<file path="src/rtl/redmule_mem_port_arbiter.sv">
// rtl/redmule_mem_port_arbiter.sv - burst arbiter sharing the RedMulE memory port among stream channels
module redmule_mem_port_arbiter #(
    parameter int unsigned NR       = 6,
    parameter int unsigned ZIDX     = 3,
    parameter int unsigned BURST    = 8,
    parameter int unsigned MAX_WAIT = 64,
    localparam int unsigned SEL_W   = $clog2(NR)
) (
    input  logic              clk_i,
    input  logic              rst_ni,
    input  logic              clear_i,
    input  logic              z_priority_i,
    input  logic [NR-1:0]     req_i,
    output logic [NR-1:0]     gnt_o,
    output logic              mem_req_o,
    input  logic              mem_gnt_i,
    output logic [SEL_W-1:0]  sel_o,
    output logic              busy_o,
    output logic [NR-1:0]     starve_o
);

    localparam int unsigned CW = $clog2(MAX_WAIT + 1);
    localparam int unsigned BW = (BURST > 1) ? $clog2(BURST) : 1;

    typedef enum logic {
        IDLE,
        LOCKED
    } state_e;

    state_e             state_q, state_d;
    logic [SEL_W-1:0]   owner_q, owner_d;
    logic [SEL_W-1:0]   rr_ptr_q, rr_ptr_d;
    logic [BW-1:0]      beat_cnt_q, beat_cnt_d;
    logic               owner_rr_q, owner_rr_d;
    logic [CW-1:0]      wait_q [NR];
    logic [CW-1:0]      wait_d [NR];
    logic [NR-1:0]      starve;

    logic               win_found;
    logic               win_rr;
    logic [SEL_W-1:0]   win_idx;
    logic [SEL_W-1:0]   rr_idx;
    logic               st_found;
    logic [SEL_W-1:0]   st_idx;
    logic [SEL_W:0]     cand;
    logic [SEL_W-1:0]   owner_next;

    // Pointer value after an exit from a round-robin win
    assign owner_next = (owner_q == SEL_W'(NR - 1)) ? '0 : owner_q + 1'b1;

    assign sel_o    = owner_q;
    assign busy_o   = (state_q == LOCKED);
    assign starve_o = starve;

    // Starvation flag straight from the registered wait counters
    always_comb begin
        starve = '0;
        for (int i = 0; i < NR; i++) begin
            starve[i] = (wait_q[i] == CW'(MAX_WAIT));
        end
    end

    // Winner selection: starving (lowest index) > Z priority > round-robin from rr_ptr
    always_comb begin
        win_found = 1'b0;
        rr_idx    = '0;
        cand      = '0;
        for (int k = 0; k < NR; k++) begin
            cand = {1'b0, rr_ptr_q} + (SEL_W + 1)'(k);
            if (cand >= (SEL_W + 1)'(NR)) begin
                cand = cand - (SEL_W + 1)'(NR);
            end
            if (!win_found && req_i[cand[SEL_W-1:0]]) begin
                win_found = 1'b1;
                rr_idx    = cand[SEL_W-1:0];
            end
        end

        st_found = 1'b0;
        st_idx   = '0;
        for (int k = NR - 1; k >= 0; k--) begin
            if (req_i[k] && starve[k]) begin
                st_found = 1'b1;
                st_idx   = SEL_W'(k);
            end
        end

        if (st_found) begin
            win_idx = st_idx;
            win_rr  = 1'b0;
        end else if (z_priority_i && req_i[ZIDX]) begin
            win_idx = SEL_W'(ZIDX);
            win_rr  = 1'b0;
        end else begin
            win_idx = rr_idx;
            win_rr  = 1'b1;
        end
    end

    // Arbitration FSM next-state and port outputs
    always_comb begin
        state_d    = state_q;
        owner_d    = owner_q;
        rr_ptr_d   = rr_ptr_q;
        beat_cnt_d = beat_cnt_q;
        owner_rr_d = owner_rr_q;
        mem_req_o  = 1'b0;
        gnt_o      = '0;

        case (state_q)
            IDLE: begin
                if (win_found) begin
                    state_d    = LOCKED;
                    owner_d    = win_idx;
                    owner_rr_d = win_rr;
                    beat_cnt_d = '0;
                end
            end
            LOCKED: begin
                mem_req_o = req_i[owner_q];
                if (!req_i[owner_q]) begin
                    // Early release: owner withdrew, no beat this cycle
                    state_d    = IDLE;
                    beat_cnt_d = '0;
                    if (owner_rr_q) rr_ptr_d = owner_next;
                end else if (mem_gnt_i) begin
                    gnt_o[owner_q] = 1'b1;
                    if (beat_cnt_q == BW'(BURST - 1)) begin
                        state_d    = IDLE;
                        beat_cnt_d = '0;
                        if (owner_rr_q) rr_ptr_d = owner_next;
                    end else begin
                        beat_cnt_d = beat_cnt_q + 1'b1;
                    end
                end
            end
            default: begin
                state_d = IDLE;
            end
        endcase
    end

    // Wait counters: count while requesting and not being served, saturate at MAX_WAIT
    always_comb begin
        for (int i = 0; i < NR; i++) begin
            wait_d[i] = wait_q[i];
            if (!req_i[i]) begin
                wait_d[i] = '0;
            end else if ((state_q == IDLE) && (win_idx == SEL_W'(i))) begin
                wait_d[i] = '0;
            end else if ((state_q == LOCKED) && (owner_q == SEL_W'(i))) begin
                wait_d[i] = wait_q[i];
            end else if (wait_q[i] != CW'(MAX_WAIT)) begin
                wait_d[i] = wait_q[i] + 1'b1;
            end
        end
    end

    // FSM and arbitration state registers; soft clear beats every other update
    always_ff @(posedge clk_i or negedge rst_ni) begin
        if (!rst_ni) begin
            state_q    <= IDLE;
            owner_q    <= '0;
            rr_ptr_q   <= '0;
            beat_cnt_q <= '0;
            owner_rr_q <= 1'b0;
        end else if (clear_i) begin
            state_q    <= IDLE;
            owner_q    <= '0;
            rr_ptr_q   <= '0;
            beat_cnt_q <= '0;
            owner_rr_q <= 1'b0;
        end else begin
            state_q    <= state_d;
            owner_q    <= owner_d;
            rr_ptr_q   <= rr_ptr_d;
            beat_cnt_q <= beat_cnt_d;
            owner_rr_q <= owner_rr_d;
        end
    end

    // Wait counter registers
    always_ff @(posedge clk_i or negedge rst_ni) begin
        if (!rst_ni) begin
            for (int i = 0; i < NR; i++) wait_q[i] <= '0;
        end else if (clear_i) begin
            for (int i = 0; i < NR; i++) wait_q[i] <= '0;
        end else begin
            for (int i = 0; i < NR; i++) wait_q[i] <= wait_d[i];
        end
    end

endmodule

</file>
<file path="config.mk">
export PLATFORM = sky130hd
export DESIGN_NAME = redmule_mem_port_arbiter
export DESIGN_NICKNAME = d
export VERILOG_FILES = /design/src/rtl/redmule_mem_port_arbiter.sv
export SDC_FILE = /design/constraint.sdc
export NUM_CORES = 1
export LEC_CHECK = 0
export ABC_AREA = 1
export BUFFER_PORTS_ARGS = -buffer_cell sky130_fd_sc_hd__buf_2
export CORE_ASPECT_RATIO = 1.25
export CORE_UTILIZATION = 55
export DETAILED_ROUTE_END_ITERATION = 10
export PLACE_DENSITY = 0.74
export SLEW_MARGIN = 5
export SYNTH_ARGS = -nofsm -noshare
export SYNTH_HDL_FRONTEND = slang
export SYNTH_SLANG_ARGS = --single-unit
</file>
<file path="constraint.sdc">
create_clock -name clk_i -period 7.1 [get_ports clk_i]
set_clock_uncertainty 0.05 [all_clocks]
set_input_delay 2.13 -clock clk_i [delete_from_list [all_inputs] [get_ports clk_i]]
set_output_delay 2.13 -clock clk_i [all_outputs]
set_load 0.1 [all_outputs]
</file>
* Word level (Yosys, flattened, before mapping)
Cells that the tools add are included. W data, S select, Z words.
Cells by class: add/sub/neg operators 19, magnitude comparators 14, equality and inequality tests 40, muxes and demuxes 104, bitwise gates (word level) 1, reductions and logical operators 43
Operator list (number):
- $mux W7 | 24
- $mux W3 | 35
- $add A7 B1 Y7 const B | 6
- $eq A7 B7 Y1 const B | 6
- $mux W42 | 1
- $ne A7 B7 Y1 const B | 6
- $mux W1 | 31
- $lt A3 B4 Y1 const B | 7
- $ne A4 B4 Y1 const B | 7
- $logic_and A1 B1 Y1 | 25
- $ne A4 B2 Y1 const B | 6
- $bmux W1 S3 | 7
- $ge A4 B3 Y1 const B | 5
- $mux W6 | 3
- $sub A3 B3 Y3 const B | 6
- $reduce_and A2 Y1 | 8
- $eq A3 B3 Y1 const B | 5
- $eq A3 B2 Y1 const B | 4
- $add A3 B2 Y4 const B | 2
- $add A3 B3 Y4 const B | 2
- $add A3 B1 Y3 const B | 2
- $eq A3 B1 Y1 const B | 2
- $logic_not A3 Y1 | 2
- $ne A3 B3 Y1 const B | 2
- 12 further kinds | 17
Word-level totals: flip-flop bits (word level) 53, bits of input ports 11, output and inout bits 17, logic and storage cells 232

* Longest topological paths before layout
depth in word-level cells 27, mapped depth 27, mapped depth without buffers 25

* Worst setup path after synthesis
OpenSTA, ideal clock, no wires.
path kind input port to output port, start point input port req_i[3], end point output port gnt_o[3], arrival 4654 ps, data required time 4920 ps, slack 266 ps, stages 6, buffers on the path 0, cell sequence inv_1 o22ai_1 o21ai_0 nand2_1 nand2_1 nor3_1
On the way: cells in the longest elaborated chain, start to end 4
RTL lines:
- from (decl) | line 13 | input logic [NR-1:0] req_i,
- $bmux W1 S3 | line 121 | if (!req_i[owner_q]) begin
- $mux W1 (implied by the code) | line 121
- $mux W6 | line 121
- $mux W6 | line 110 | case (state_q)
- to (decl) | line 14 | output logic [NR-1:0] gnt_o,
No other way between the ends. The select of a mux whose other input is x is not followed.

* Worst setup path after layout
start point input port req_i[0], end point output port gnt_o[3]
Same word-level chain as after synthesis.

==> impl_metrics.json <==
{
  "drv_cap": 0,
  "vdd.ir_drop.worst_mv": 0.165,
  "fillCellCount": 746,
  "final.min_clock_period_ns": 5.81,
  "clk_path_buf_depth": 2,
  "tritoncts_num_sinks": 53,
  "slew_viol_final": 0,
  "gr-usage-all-layers": 0.269,
  "grt_start_max_net_pins": 54,
  "final_net_count": 711,
  "max_slew.worst_pin.slew_ns": 0.692,
  "timing.rr.start": "rr_ptr_q[0]",
  "cell_row_count": 36,
  "grt_first_pass_wirelength_um": 17400,
  "core_area_sq_um": 7750,
  "syn_avg_cell_area_sq_um": 6.76,
  "synth.yosys.warnings": 0,
  "die_width_um": 81.8,
  "asyncSetResetFlopFracSynth": 1.00,
  "powerDensity_nw_per_um2": 280,
  "worstSetupEndpointType": "output pin",
  "postRouteWirelength_um": 10500,
  "rsz0062_at_grt": "false",
  "floorplan.initialDensity": 0.565,
  "synth_top_area_share": 0.303,
  "dr.first_iter.drc_count": 294,
  "cts_setup_buffers": 0,
  "cellLeakagePower_nw": 2.41,
  "timing.critical_path.required_ns": 4.92,
  "synth_ff_type": "dfrtp_1",
  "fin_total_pwr_mw": 1.32,
  "detail-route-antenna-nets": 0,
  "synthDominantAreaCellType": "dfrtp_1",
  "holdCritPathClass": "flip-flop to flip-flop",
  "clock_tree.root_cell": "clkbuf_8",
  "cts-buffers-inserted": 5,
  "ratio_of_routed_vias_to_standard_cells": 5.45,
  "io_pins": 28,
  "route.detailed.wl_per_inst_um": 13.5,
  "critPathMaxStageDelay_ns": 0.45,
  "ys_ff_latch": 53,
  "timing.critical_path.cells": "buf_2, inv_1, o22ai_1, o21ai_0, nand2_1, nand2_1, nor3_1, buf_2",
  "number_of_flops_mapped_to_enable_cells_by_yosys": 0,
  "chipHeight_um": 102,
  "placement.io_buffers": 27,
  "antennaDiodeCount": 0,
  "globalplace.congestion": 0.883,
  "antenna_violations_before_repair": 0,
  "clock_insertion_delay_worst_skew_ns": 0.32,
  "placedInstanceArea_sq_um": 4600,
  "synth.area.top_cells": "dfrtp_1 (30%), nand2_1 (14%), inv_1 (7.7%)",
  "cp_data_arrival_time_ns": 3.63,
  "worst_path_dominant_cell_family": "buffers and inverters",
  "route.vias.total": 4213,
  "synthesis.instances": 647,
  "timing_hold_violations_final": 0,
  "critical_path.n_buffers_inverters": 3,
  "htree_levels": 2,
  "yosysSeqAreaShare": 0.303,
  "path_class": "input pin to output pin",
  "die_area_sq_um": 8320,
  "flow.area_growth_from_synthesis_pct": 7.20,
  "drt_pre_antenna_iters": 5,
  "outcome": "complete, no violations",
  "hpwl_um": 8050,
  "post_cts_hold_buffer_count": 0,
  "drt_drc_violations_left": 0,
  "headroom_to_the_max_slew_limit": 0.539,
  "final.setup.tns_ns": 0,
  "worst-path-max-fanout": 6,
  "share_of_the_cycle_needed_by_the_critical_path_after_routing": 0.819,
  "hold_path_startpoint": "wait_q[33]",
  "synth.cell_area_sq_um": 4380,
  "crit_path_start_kind": "input pin",
  "synth_cell_type_count": 40,
  "gr-total-overflow": 0,
  "post_route_cells_drive_above_1_share": 0.102,
  "post_cts_resize_count": 0,
  "grt_pass1_vias": 3973,
  "worst_path_max_delay_cell": "buf_2",
  "design_area_sq_um": 4690,
  "synth.net_count": 681,
  "finalSetupViolations": 0,
  "max_freq_ghz": 0.172,
  "worstSetupStartpoint": "req_i[0]",
  "tritoncts": "done",
  "worst_setup_hold_path_clk_slew_ns": 0.09
}
## kinds of logic after synthesis
logic type / count (synthesis) / share of synthesized area
buf+inv: 99 / 0.0915
simple gates: 375 / 0.394
compound gates: 73 / 0.0975
flops: 53 / 0.303
fa+ha+maj: 23 / 0.0658
xor+xnor: 24 / 0.0480
## final timing paths
kind | end | slack, ns | depth (start not counted)
max reg2reg | wait_q[0] | 3.25 | 18
min | wait_q[33] | 0.48 | 2
min in group asynchronous | wait_q[17] | 1.87 | 2
min reg2reg | wait_q[33] | 0.48 | 2
max | gnt_o[3] | 1.29 | 8
max in group asynchronous | owner_rr_q | 4.65 | 2
## report_power, final
group          switching, mW  internal, mW  total (mW)
sequential            0.0441         0.334       0.378
combinational          0.560         0.194       0.753
clock                  0.104        0.0793       0.184
## metrics by stage
stage	hold slack, ns	util	setup slack, ns	cells
finish	0.481	0.606	1.29	773
global route	0.507	0.606	1.24	773
CTS	0.486	0.606	1.33	773
detailed placement	0.462	0.593	1.33	765
global placement	0.450	0.593	1.35	765
floorplan	0.425	-	0.266	647
## Yosys cell counts, types with 3 or more instances
cell	instances
nand2_1	165
inv_1	90
nor2_1	85
nand3_1	61
dfrtp_1	53
o21ai_0	31
nand4_1	25
ha_1	23
a21oi_1	18
xor2_1	14
xnor2_1	10
nor3_1	7
nand2_2	6
nor3b_1	6
o21ai_1	6
nand3_2	5
o21ai_2	5
o22ai_1	5
nor2_2	4
nand3_4	3
## registers in the layout (all words and copies together), names as in the netlist
signal      count
owner_rr_q      1
wait_q         42
rr_ptr_q        3
sel_o           3
busy_o          1
beat_cnt_q      3
## cells in the final DEF, fill, tap and decap left out, types with 6 or more instances in the layout
cell	count
xor2_1	14
dfrtp_1	53
buf_2	27
ha_1	23
xnor2_1	10
a21oi_1	18
nand3_1	61
nand4_1	25
nand2_1	165
o21ai_1	6
nor2_1	85
o21ai_0	31
nand2_2	6
nor3_1	7
nor3b_1	6
clkbuf_8	6
inv_1	90
## routing by layer
layer	share of wire	vias up	global-route usage	routed length [um]
met5	0	-	0	0
met4	0.028	0	0.113	291
met3	0.038	23	0.0423	400
met2	0.49	88	0.464	5110
met1	0.44	1957	0.329	4650
li1	-	2145	-	-
## layout make-up
type                       instances  area [sq um]  share of cell area
multi-input combinational        495          2650               0.565
clock buffer                       6          82.6              0.0176
inverter                          94           358              0.0763
timing repair buffer              28           143              0.0304
tap                               95           119              0.0253
sequential                        53          1330               0.283
clock inverter                     2          13.8             0.00293
## tightest hold or removal path, delay by kind of cell, from the launching register on
family / cells / cell delay [ns]
flops: 1 / 0.38
simple gates: 1 / 0.06
compound gates: 1 / 0.06
(Power assumes the default switching activity.)
